<file path="config.mk">
export PLATFORM = sky130hd
export DESIGN_NAME = fu_add_seq
export DESIGN_NICKNAME = d
export VERILOG_FILES = /design/src/rtl/fu_add_seq.sv
export SDC_FILE = /design/constraint.sdc
export NUM_CORES = 1
export LEC_CHECK = 0
export CORE_MARGIN = 4
export CORE_UTILIZATION = 26
export DETAILED_ROUTE_END_ITERATION = 10
export GPL_TIMING_DRIVEN = 0
export PLACE_DENSITY = 0.45
export SETUP_SLACK_MARGIN = 0.02
export SYNTH_ARGS = -nofsm -noshare
export SYNTH_HDL_FRONTEND = slang
export SYNTH_SLANG_ARGS = --single-unit
</file>
<file path="constraint.sdc">
create_clock -name clk -period 4.6 [get_ports clk]
set_input_delay 0.92 -clock clk [delete_from_list [all_inputs] [get_ports clk]]
set_output_delay 0.92 -clock clk [all_outputs]
set_load 0.01 [all_outputs]
</file>
<file path="src/rtl/fu_add_seq.sv">
// Sequential N-byte adder/subtractor that reuses one 8-bit carry-select slice,
// one byte per cycle LSB first, with valid/ready on both request and result.

module fu_csa8 (
    input  logic [7:0] a_i,
    input  logic [7:0] b_i,
    input  logic       c_i,
    output logic [7:0] s_o,
    output logic       c_o
);
    logic [4:0] lo;
    logic [4:0] hi0;
    logic [4:0] hi1;

    // Upper nibble is computed for both possible carries, then selected by the low carry.
    always_comb begin
        lo  = {1'b0, a_i[3:0]} + {1'b0, b_i[3:0]} + {4'b0, c_i};
        hi0 = {1'b0, a_i[7:4]} + {1'b0, b_i[7:4]};
        hi1 = {1'b0, a_i[7:4]} + {1'b0, b_i[7:4]} + 5'd1;
        s_o = {(lo[4] ? hi1[3:0] : hi0[3:0]), lo[3:0]};
        c_o = lo[4] ? hi1[4] : hi0[4];
    end
endmodule

module fu_add_seq #(
    parameter int N_SLICE = 4
) (
    input  logic                 clk,
    input  logic                 rst,
    input  logic                 in_valid,
    output logic                 in_ready,
    input  logic [8*N_SLICE-1:0] din1,
    input  logic [8*N_SLICE-1:0] din2,
    input  logic                 carry_in,
    input  logic                 sub,
    output logic                 out_valid,
    input  logic                 out_ready,
    output logic [8*N_SLICE-1:0] dout,
    output logic                 carry_out,
    output logic                 overflow
);
    localparam int W     = 8 * N_SLICE;
    localparam int IDX_W = $clog2(N_SLICE);
    localparam logic [IDX_W-1:0] LAST_IDX = IDX_W'(N_SLICE - 1);

    typedef enum logic [1:0] {IDLE, RUN, DONE} state_t;

    state_t           state_q;
    logic [IDX_W-1:0] idx_q;
    logic [W-1:0]     a_q;
    logic [W-1:0]     b_q;
    logic [W-1:0]     dout_q;
    logic             c_q;
    logic             carry_q;
    logic             ovf_q;

    logic [7:0]       slice_a;
    logic [7:0]       slice_b;
    logic [7:0]       slice_s;
    logic             slice_c;
    logic             ovf_d;

    assign slice_a = a_q[8*idx_q +: 8];
    assign slice_b = b_q[8*idx_q +: 8];

    fu_csa8 u_slice (
        .a_i (slice_a),
        .b_i (slice_b),
        .c_i (c_q),
        .s_o (slice_s),
        .c_o (slice_c)
    );

    // b_q already holds ~B for subtract, so one rule covers both operations.
    assign ovf_d = (a_q[W-1] == b_q[W-1]) && (slice_s[7] != a_q[W-1]);

    always_ff @(posedge clk) begin
        if (rst) begin
            // NOTE: datapath registers are cleared too, so dout reads zero right after reset.
            state_q <= IDLE;
            idx_q   <= '0;
            a_q     <= '0;
            b_q     <= '0;
            c_q     <= 1'b0;
            dout_q  <= '0;
            carry_q <= 1'b0;
            ovf_q   <= 1'b0;
        end else begin
            case (state_q)
                IDLE: begin
                    if (in_valid) begin
                        a_q     <= din1;
                        b_q     <= sub ? ~din2 : din2;
                        c_q     <= sub | carry_in;
                        idx_q   <= '0;
                        state_q <= RUN;
                    end
                end
                RUN: begin
                    dout_q[8*idx_q +: 8] <= slice_s;
                    c_q                  <= slice_c;
                    if (idx_q == LAST_IDX) begin
                        carry_q <= slice_c;
                        ovf_q   <= ovf_d;
                        state_q <= DONE;
                    end else begin
                        idx_q <= idx_q + 1'b1;
                    end
                end
                DONE: begin
                    if (out_ready) state_q <= IDLE;
                end
                default: state_q <= IDLE;
            endcase
        end
    end

    assign in_ready  = (state_q == IDLE);
    assign out_valid = (state_q == DONE);
    assign dout      = dout_q;
    assign carry_out = carry_q;
    assign overflow  = ovf_q;
endmodule

</file>
==> results.json, run 1 <==
{
  "status": "complete, no violations",
  "crit_required_ns": 4.84,
  "grt_pass1_vias": 4011,
  "cp-start-kind": "register",
  "static-leakage-power_nw": 2.27,
  "post_dp_cell_area_mm2": 0.00614,
  "synth_area_mm2": 0.00482,
  "ant_nets": 0,
  "cpPeakStageDelay_ns": 0.64,
  "synth_compound_area_frac": 0.160,
  "cts.path.max_buffers": 2,
  "met2_length_mm": 6.75,
  "design_area_mm2": 0.00645,
  "synth-simple-area-share": 0.170,
  "ys_async_sr_fraction": 0,
  "die_y_um": 144,
  "r2r_cells": 13,
  "crit_type": "register to register",
  "maxCapViolations": 0,
  "ys_ff_latch": 103,
  "numPortBuffers": 103,
  "clk_pin_slew_ns": 0.07,
  "grt-ovfl-total": 0,
  "wl_met3_um": 647,
  "ir_drop_mv": 0.171,
  "post-route-period-util": 0.896,
  "post_cts_buffers": 0,
  "initial_utilization": 0.267,
  "vias": 3996,
  "drt_first_iter_violations": 171,
  "min_path_cells": 2,
  "cp_common_cell": "inv_1",
  "clkPwrFrac": 0.369,
  "synthAdderAreaFrac": 0.0488,
  "cts_max_level": 3,
  "avgRoutedWirePerCell_um": 16.6,
  "core_area_mm2": 0.0181,
  "clock_sinks": 103,
  "area_delta_synth_final_pct": 33.7,
  "setup_viol": 0,
  "fp.dieW_um": 144,
  "die_area_mm2": 0.0208,
  "numCtsBuffers": 9,
  "fmax_mhz": 243,
  "avgSynthCellArea_um2": 9.37,
  "hold_path_end": "a_q[15]",
  "slew_viol_final": 0,
  "antenna_found_initial": 0,
  "crit_chain": "clkbuf_1, clkbuf_1, mux4_2, ha_1, inv_1, fa_1, inv_1, ha_1, inv_1, a211oi_2, nor4b_2, a2111oi_0, a221o_1",
  "p_seq_frac": 0.451,
  "wl_mm": 14.4,
  "synth_xor_area_frac": 0.0718,
  "synth_warnings": 0,
  "antenna_cells": 0,
  "hold_violations": 0,
  "yosysSeqAreaShare": 0.427,
  "synth-edff-count": 0,
  "rsz0062_at_grt": "no",
  "gp_congestion": 0.815,
  "cts_tree": "yes",
  "highest_layer": "met4",
  "synth_cell_types": 42,
  "rows": 49,
  "worst-endpoint-arrival_ns": 4.36,
  "powerDensity_mw_per_mm2": 333,
  "internal_power_mw": 1.56,
  "synthFlopType": "dfxtp_1",
  "cts-root-buf": "clkbuf_16",
  "vias_per_cell": 4.63,
  "tightest_slew_ns": 0.751,
  "r2r_start": "idx_q[1]",
  "r2r_slack_ns": 0.48,
  "cts_hold_buf": 0,
  "dp_hpwl_mm": 11.2,
  "fin_nets": 716,
  "clkLatencyLatePin_ns": 0.35,
  "synthCells": 515,
  "cpMaxStageDelayCell": "clkbuf_1",
  "pin_count": 106,
  "drt_first_pass_iters": 5,
  "grt_pass1_wl_mm": 22.1,
  "m1WireLength_mm": 6.71,
  "slew_headroom": 0.499,
  "final.fill_count": 1872,
  "track_usage": 0.140,
  "setup-tns-final_ns": 0,
  "synth_top_family_by_area": "simple AND/OR/NAND/NOR gates",
  "seq_area_mm2": 0.00206,
  "swShare": 0.274,
  "p_comb_frac": 0.180,
  "worst-path-max-fanout": 10,
  "drive_gt1_frac": 0.0820,
  "syn_nets": 602,
  "r2r-end": "carry_out",
  "fin_crit_ns": 4.12,
  "ctsResizeCount": 0,
  "drc": 0,
  "end_kind": "register",
  "grt_max_degree": 18,
  "multi_input_area_mm2": 0.00256,
  "min_path_type": "register to register",
  "finClkSkew_ns": 0.00938,
  "p_switching_uw": 587,
  "hp-start": "a_q[15]",
  "synth.area.mux_share": 0.0791
}
## synthesized netlist by cell type, drive strengths merged (3+ instances only)
cell,count,area (µm²)
nand3b,5,37.5
o21ai,4,20.0
inv,16,60.1
fa,3,60.1
nor4b,4,86.3
nor3,3,15.0
nor4,3,33.8
clkbuf,25,93.8
nor2b,4,25.0
nand2,73,279
buf,10,52.6
xnor2,35,307
ha,14,175
dfxtp,103,2060
a22oi,28,210
nor2,71,267
mux4,16,360
nand2b,5,31.3
a21oi,40,200
a211oi,34,260
## final cells by class
cell class                      instances  area share
Clock buffer                           10      0.0371
Timing Repair Buffer                  103       0.160
Tap cell                              229      0.0444
Multi-Input combinational cell        361       0.396
Clock inverter                          6      0.0105
Inverter                               16     0.00931
Sequential cell                       103       0.320
Buffer                                 35      0.0227
## state kept, by name (all words and copies together), names as in the netlist
| register | count |
|---|---|
| b_q | 32 |
| dout | 32 |
| carry_out | 1 |
| c_q | 1 |
| state_q | 2 |
| a_q | 32 |
| idx_q | 2 |
| overflow | 1 |
## cells by family (layout without fill, tap and decap cells)
logic type,after synthesis,count (layout)
DFF,103,103
adders and majority gates,17,17
AOI/OAI and AO/OA,113,113
xor gates and xnor gates,38,38
and+or+nand+nor,175,175
muxes,18,18
buffers and inverters,51,170
## through the flow
stage	hold slack (ns)	instances	setup slack, ns	total power, mW	utilization
detailed placement	0.447	847	0.437	1.38	0.340
floorplan	0.433	515	1.15	1.22	-
global route	0.476	863	0.196	2.24	0.357
CTS	0.456	863	0.426	2.17	0.357
finish	0.455	863	0.480	2.15	0.357
global placement	0.442	847	0.500	1.37	0.340
## critical path: cells and delay by family, from the launching register on
family                     cells  cell delay [ns]
AOI/OAI and AO/OA              3             0.58
adders and majority gates      3             0.80
buffers and inverters          5             1.39
DFF                            1             0.40
muxes                          1             0.44
and+or+nand+nor                1             0.39
## power groups by stage
stage                     clock network (mW)  registers, mW  logic (mW)
after floorplan                            0          0.978       0.241
after global placement                     0          0.988       0.386
after detailed placement                   0          0.989       0.390
after CTS                              0.811          0.968       0.392
after global routing                   0.844          0.972       0.428
final                                  0.792          0.968       0.386
## cell usage in the layout (no fill, tap or decap), drive strengths merged, types with 4 or more instances in the layout
cell | Yosys | final
inv | 16 | 18
nor2 | 71 | 71
a211oi | 34 | 34
a22oi | 28 | 28
xnor2 | 35 | 35
nor4b | 4 | 4
clkbuf | 25 | 35
nand2 | 73 | 73
o21ai | 4 | 4
nand2b | 5 | 5
ha | 14 | 14
a21oi | 40 | 40
nand3b | 5 | 5
buf | 10 | 10
clkdlybuf4s50 | 0 | 103
nor2b | 4 | 4
mux4 | 16 | 16
dfxtp | 103 | 103
## how the worst max path moves through the flow
stage	startpoint	to	slack, ns	cells past startpoint
after floorplan	idx_q[0]	carry_out	1.15	13
after global placement	idx_q[1]	carry_out	0.50	13
after detailed placement	idx_q[1]	carry_out	0.44	13
after CTS	idx_q[1]	carry_out	0.43	13
after global routing	idx_q[1]	carry_out	0.20	13
final	idx_q[1]	carry_out	0.48	13
## per-layer routing
metal  track usage  vias up
li1              -     2015
met1         0.182     1872
met2         0.235       93
met3        0.0258       16
met4        0.0491        0
met5             0        -
Note: power is estimated with default switching activity, not from simulation.
==> run 2, diff against run 1 <==
--- a/config.mk
+++ b/config.mk
@@ -8,8 +8,9 @@
 export CORE_MARGIN = 4
 export CORE_UTILIZATION = 26
 export DETAILED_ROUTE_END_ITERATION = 10
+export DONT_BUFFER_PORTS = 1
 export GPL_TIMING_DRIVEN = 0
-export PLACE_DENSITY = 0.45
+export PLACE_DENSITY = 0.36
 export SETUP_SLACK_MARGIN = 0.02
 export SYNTH_ARGS = -nofsm -noshare
 export SYNTH_HDL_FRONTEND = slang
==> run 2 against run 1 <==
Effect of this change:
- utilization fell by 5.7 points
- worst hold slack about the same
- critical path depth is 2 lower
- wire length rose by 2.8%
==> results.json, run 2 (synthesis results as in run 1) <==
{
  "fin_nets": 613,
  "grt_pass1_vias": 3833,
  "fin_cells": 758,
  "crit_type": "register to register",
  "drt_first_iter_violations": 200,
  "gp_congestion": 0.762,
  "track_usage": 0.146,
  "fin_crit_ns": 4.18,
  "place_ws_ns": 0.368,
  "grt_max_degree": 16,
  "end_kind": "register",
  "avgRoutedWirePerCell_um": 19.5,
  "slew_viol_final": 0,
  "numPortBuffers": 0,
  "initial_utilization": 0.267,
  "static-leakage-power_nw": 1.88,
  "worst-path-max-fanout": 10,
  "ir_drop_mv": 0.182,
  "clock_sinks": 103,
  "die_area_mm2": 0.0208,
  "slew_headroom": 0.481,
  "multi_input_area_mm2": 0.00256,
  "drc": 0,
  "die_y_um": 144,
  "post_cts_buffers": 0,
  "antenna_found_initial": 0,
  "clkLatencyLatePin_ns": 0.35,
  "setup_slack_ns": 0.416,
  "core_area_mm2": 0.0181,
  "setup-tns-final_ns": 0,
  "grt-ovfl-total": 0,
  "grt_pass1_wl_mm": 22.4,
  "ant_nets": 0,
  "maxCapViolations": 0,
  "final_common_cell": "dfxtp_1",
  "seq_area_mm2": 0.00206,
  "wl_mm": 14.8,
  "post-route-period-util": 0.909,
  "ctsResizeCount": 0,
  "cts_tree": "yes",
  "rsz0062_at_grt": "no",
  "tightest_slew_ns": 0.778,
  "powerDensity_mw_per_mm2": 390,
  "vias": 3689,
  "crit_required_ns": 4.85,
  "clk_pin_slew_ns": 0.07,
  "fp.dieW_um": 144,
  "finClkSkew_ns": 0.00885,
  "cp-start-kind": "register",
  "dp_hpwl_mm": 11.2,
  "status": "complete, no violations",
  "cts_max_level": 3,
  "drt_first_pass_iters": 7,
  "final.fill_count": 1914,
  "area_delta_synth_final_pct": 12.2,
  "hold_violations": 0,
  "dp_cells": 744,
  "cts.path.max_buffers": 2,
  "setup_viol": 0,
  "fmax_mhz": 239,
  "cts_hold_buf": 0,
  "drive_gt1_frac": 0.0926,
  "antenna_cells": 0,
  "numCtsBuffers": 9,
  "rows": 49,
  "cts-root-buf": "clkbuf_16",
  "final_cell_mix": "dfxtp_1 (103), nor2_1 (71), nand2_1 (71)",
  "min_path_type": "register to register",
  "worst-endpoint-arrival_ns": 4.43,
  "vias_per_cell": 4.87,
  "pin_count": 106
}
run 2: cell count changes in the layout (fill, tap and decap cells not counted), sizes merged:
cell	change
bufinv	+1
clkinvlp	-1
clkdlybuf4s50	-103
inv	-2
run 2: layout make-up:
cell class	instances	area share
plain buffers	35	0.0270
clock buffers	10	0.0423
clock inverters	4	0.0134
inverters	16	0.0111
multi-input cells	361	0.472
flip-flops and latches	103	0.381
well taps	229	0.0529
run 2: metal layers:
| metal | GRT usage | routed length [µm] | up-vias |
|---|---|---|---|
| li1 | - | - | 1807 |
| met1 | 0.181 | 6420 | 1768 |
| met2 | 0.242 | 7070 | 97 |
| met3 | 0.0506 | 985 | 17 |
| met4 | 0.0393 | 279 | 0 |
| met5 | 0 | 0 | - |
run 2: metrics by stage:
| stage | cell area, µm² | hold WS [ns] | util | total power [mW] |
|---|---|---|---|---|
| floorplan | 4820 | 0.433 | - | 1.22 |
| global placement | 5110 | 0.441 | 0.283 | 1.32 |
| detailed placement | 5110 | 0.447 | 0.283 | 1.33 |
| CTS | 5410 | 0.457 | 0.299 | 2.15 |
| global route | 5410 | 0.468 | 0.299 | 2.21 |
| finish | 5410 | 0.456 | 0.299 | 2.11 |
run 2: power by group:
part | internal, mW | switching (mW) | leakage, nW
Combinational | 0.124 | 0.204 | 0.892
Clock | 0.471 | 0.343 | 0.144
Sequential | 0.939 | 0.0326 | 0.843
Total | 1.53 | 0.579 | 1.88
run 2: path summary, 6_finish.rpt:
path                  from       end  slack [ns]  cells past startpoint
setup / recovery  idx_q[1]  overflow        0.42                     11
hold / removal      a_q[0]    a_q[0]        0.46                      2
setup reg to reg  idx_q[1]  overflow        0.42                     11
hold reg to reg     a_q[0]    a_q[0]        0.46                      2
run 2: worst max-delay path, stage by stage (launching register included):
cell       delay (ns)
dfxtp_1          0.39
clkbuf_1         0.61
clkbuf_1         0.66
mux4_2           0.37
fa_1             0.21
inv_1            0.06
fa_1             0.39
nand2b_1         0.24
a2111oi_4        0.33
xnor3_1          0.38
nor3b_1          0.19
o31a_1           0.23
==> run 3, diff against run 2 <==
--- a/config.mk
+++ b/config.mk
@@ -10,7 +10,6 @@
 export DETAILED_ROUTE_END_ITERATION = 10
 export DONT_BUFFER_PORTS = 1
 export GPL_TIMING_DRIVEN = 0
-export PLACE_DENSITY = 0.36
 export SETUP_SLACK_MARGIN = 0.02
 export SYNTH_ARGS = -nofsm -noshare
 export SYNTH_HDL_FRONTEND = slang
==> run 3 against run 2 <==
Effect of this change:
- critical path depth up 2
- final area is essentially flat
- worst setup slack better by 0.14 ns
- clock-buffer cell count increased by 1
- critical path type unchanged
- critical endpoint is now carry_out
- largest power group unchanged
==> results.json, run 3 (synthesis results as in run 1) <==
{
  "gp_congestion": 0.788,
  "cts.path.max_buffers": 2,
  "vias": 3626,
  "numPortBuffers": 0,
  "design_area_mm2": 0.00541,
  "cts_hold_buf": 0,
  "place_ws_ns": 0.535,
  "final_common_cell": "dfxtp_1",
  "post_cts_buffers": 0,
  "fin_util": 0.299,
  "initial_utilization": 0.267,
  "clock_sinks": 103,
  "drt_first_pass_iters": 4,
  "cpPeakStageDelay_ns": 0.59,
  "ir_drop_mv": 0.165,
  "numCtsBuffers": 9,
  "ant_nets": 0,
  "crit_chain": "clkbuf_1, clkbuf_1, mux4_2, ha_1, inv_1, fa_1, inv_1, ha_1, inv_1, a211oi_2, nor4b_2, a2111oi_0, a221o_1",
  "status": "complete, no violations",
  "fin_crit_ns": 4.04,
  "multi_input_area_mm2": 0.00256,
  "clk_pin_slew_ns": 0.07,
  "static-leakage-power_nw": 1.88,
  "pin_count": 106,
  "post-route-period-util": 0.879,
  "cpMaxStageDelayCell": "clkbuf_1",
  "maxCapViolations": 0,
  "cp-start-kind": "register",
  "avgRoutedWirePerCell_um": 17.3,
  "drt_first_iter_violations": 199,
  "fin_nets": 613,
  "finClkSkew_ns": 0.0102,
  "core_area_mm2": 0.0181,
  "drive_gt1_frac": 0.0942,
  "antenna_cells": 0,
  "powerDensity_mw_per_mm2": 381,
  "antenna_found_initial": 0,
  "min_path_type": "register to register",
  "ctsResizeCount": 0,
  "slew_headroom": 0.546,
  "vias_per_cell": 4.77,
  "p_total_mw": 2.06,
  "final_cell_mix": "dfxtp_1 (103), nor2_1 (71), nand2_1 (71)",
  "tightest_slew_ns": 0.682,
  "end_kind": "register",
  "fp.dieW_um": 144,
  "cp_common_cell": "inv_1",
  "worst-endpoint-arrival_ns": 4.27,
  "worst-path-max-fanout": 10,
  "cts-root-buf": "clkbuf_16",
  "track_usage": 0.128,
  "hold_violations": 0,
  "crit_required_ns": 4.83,
  "setup_viol": 0,
  "post_dp_cell_area_mm2": 0.00511,
  "clkLatencyLatePin_ns": 0.35,
  "grt-ovfl-total": 0,
  "area_delta_synth_final_pct": 12.1,
  "rows": 49,
  "final.fill_count": 1915,
  "grt_pass1_vias": 3561,
  "setup-tns-final_ns": 0,
  "rsz0062_at_grt": "no",
  "grt_pass1_wl_mm": 20.2,
  "drc": 0,
  "setup_slack_ns": 0.559,
  "cts_tree": "yes",
  "wl_mm": 13.2,
  "fmax_mhz": 247,
  "die_y_um": 144,
  "seq_area_mm2": 0.00206,
  "dp_hpwl_mm": 10.3,
  "die_area_mm2": 0.0208,
  "crit_type": "register to register",
  "slew_viol_final": 0,
  "cts_max_level": 3,
  "grt_max_degree": 18
}
run 3: routing by layer:
| layer | vias to the layer above | GRT usage | part of all wire |
|---|---|---|---|
| met5 | - | 0 | 0 |
| met1 | 1718 | 0.160 | 0.43 |
| li1 | 1806 | - | - |
| met2 | 87 | 0.216 | 0.49 |
| met4 | 0 | 0.0368 | 0.013 |
| met3 | 15 | 0.0387 | 0.066 |
run 3: power breakdown:
part / internal (mW) / total [mW] / switching [mW]
Combinational: 0.124 / 0.318 / 0.195
Sequential: 0.939 / 0.969 / 0.0307
Clock: 0.429 / 0.772 / 0.343
run 3: cell type report:
| type | instances | area share |
|---|---|---|
| buffer | 35 | 0.0271 |
| clock buffer | 11 | 0.0430 |
| clock inverter | 5 | 0.0123 |
| inverter | 16 | 0.0111 |
| multi-input combinational | 361 | 0.472 |
| sequential | 103 | 0.381 |
| tap | 229 | 0.0530 |
run 3: critical path: cells and delay by family (launching register included):
kind / cells / cell delay (ns)
buffers and inverters: 5 / 1.28
adders and majority gates: 3 / 0.80
AOI/OAI and AO/OA: 3 / 0.60
muxes: 1 / 0.44
DFF: 1 / 0.40
and+or+nand+nor: 1 / 0.40
run 3: worst paths after layout:
kind / endpoint / depth (start not counted) / slack (ns) / from
max: carry_out / 13 / 0.56 / idx_q[1]
min reg2reg: a_q[16] / 2 / 0.45 / a_q[16]
max reg2reg: carry_out / 13 / 0.56 / idx_q[1]
min: a_q[16] / 2 / 0.45 / a_q[16]
run 3: through the flow:
| stage | std cells | hold slack (ns) |
|---|---|---|
| final | 760 | 0.454 |
| after floorplan | 515 | 0.433 |
| after detailed placement | 744 | 0.447 |
| after global routing | 760 | 0.476 |
| after global placement | 744 | 0.442 |
| after CTS | 760 | 0.457 |
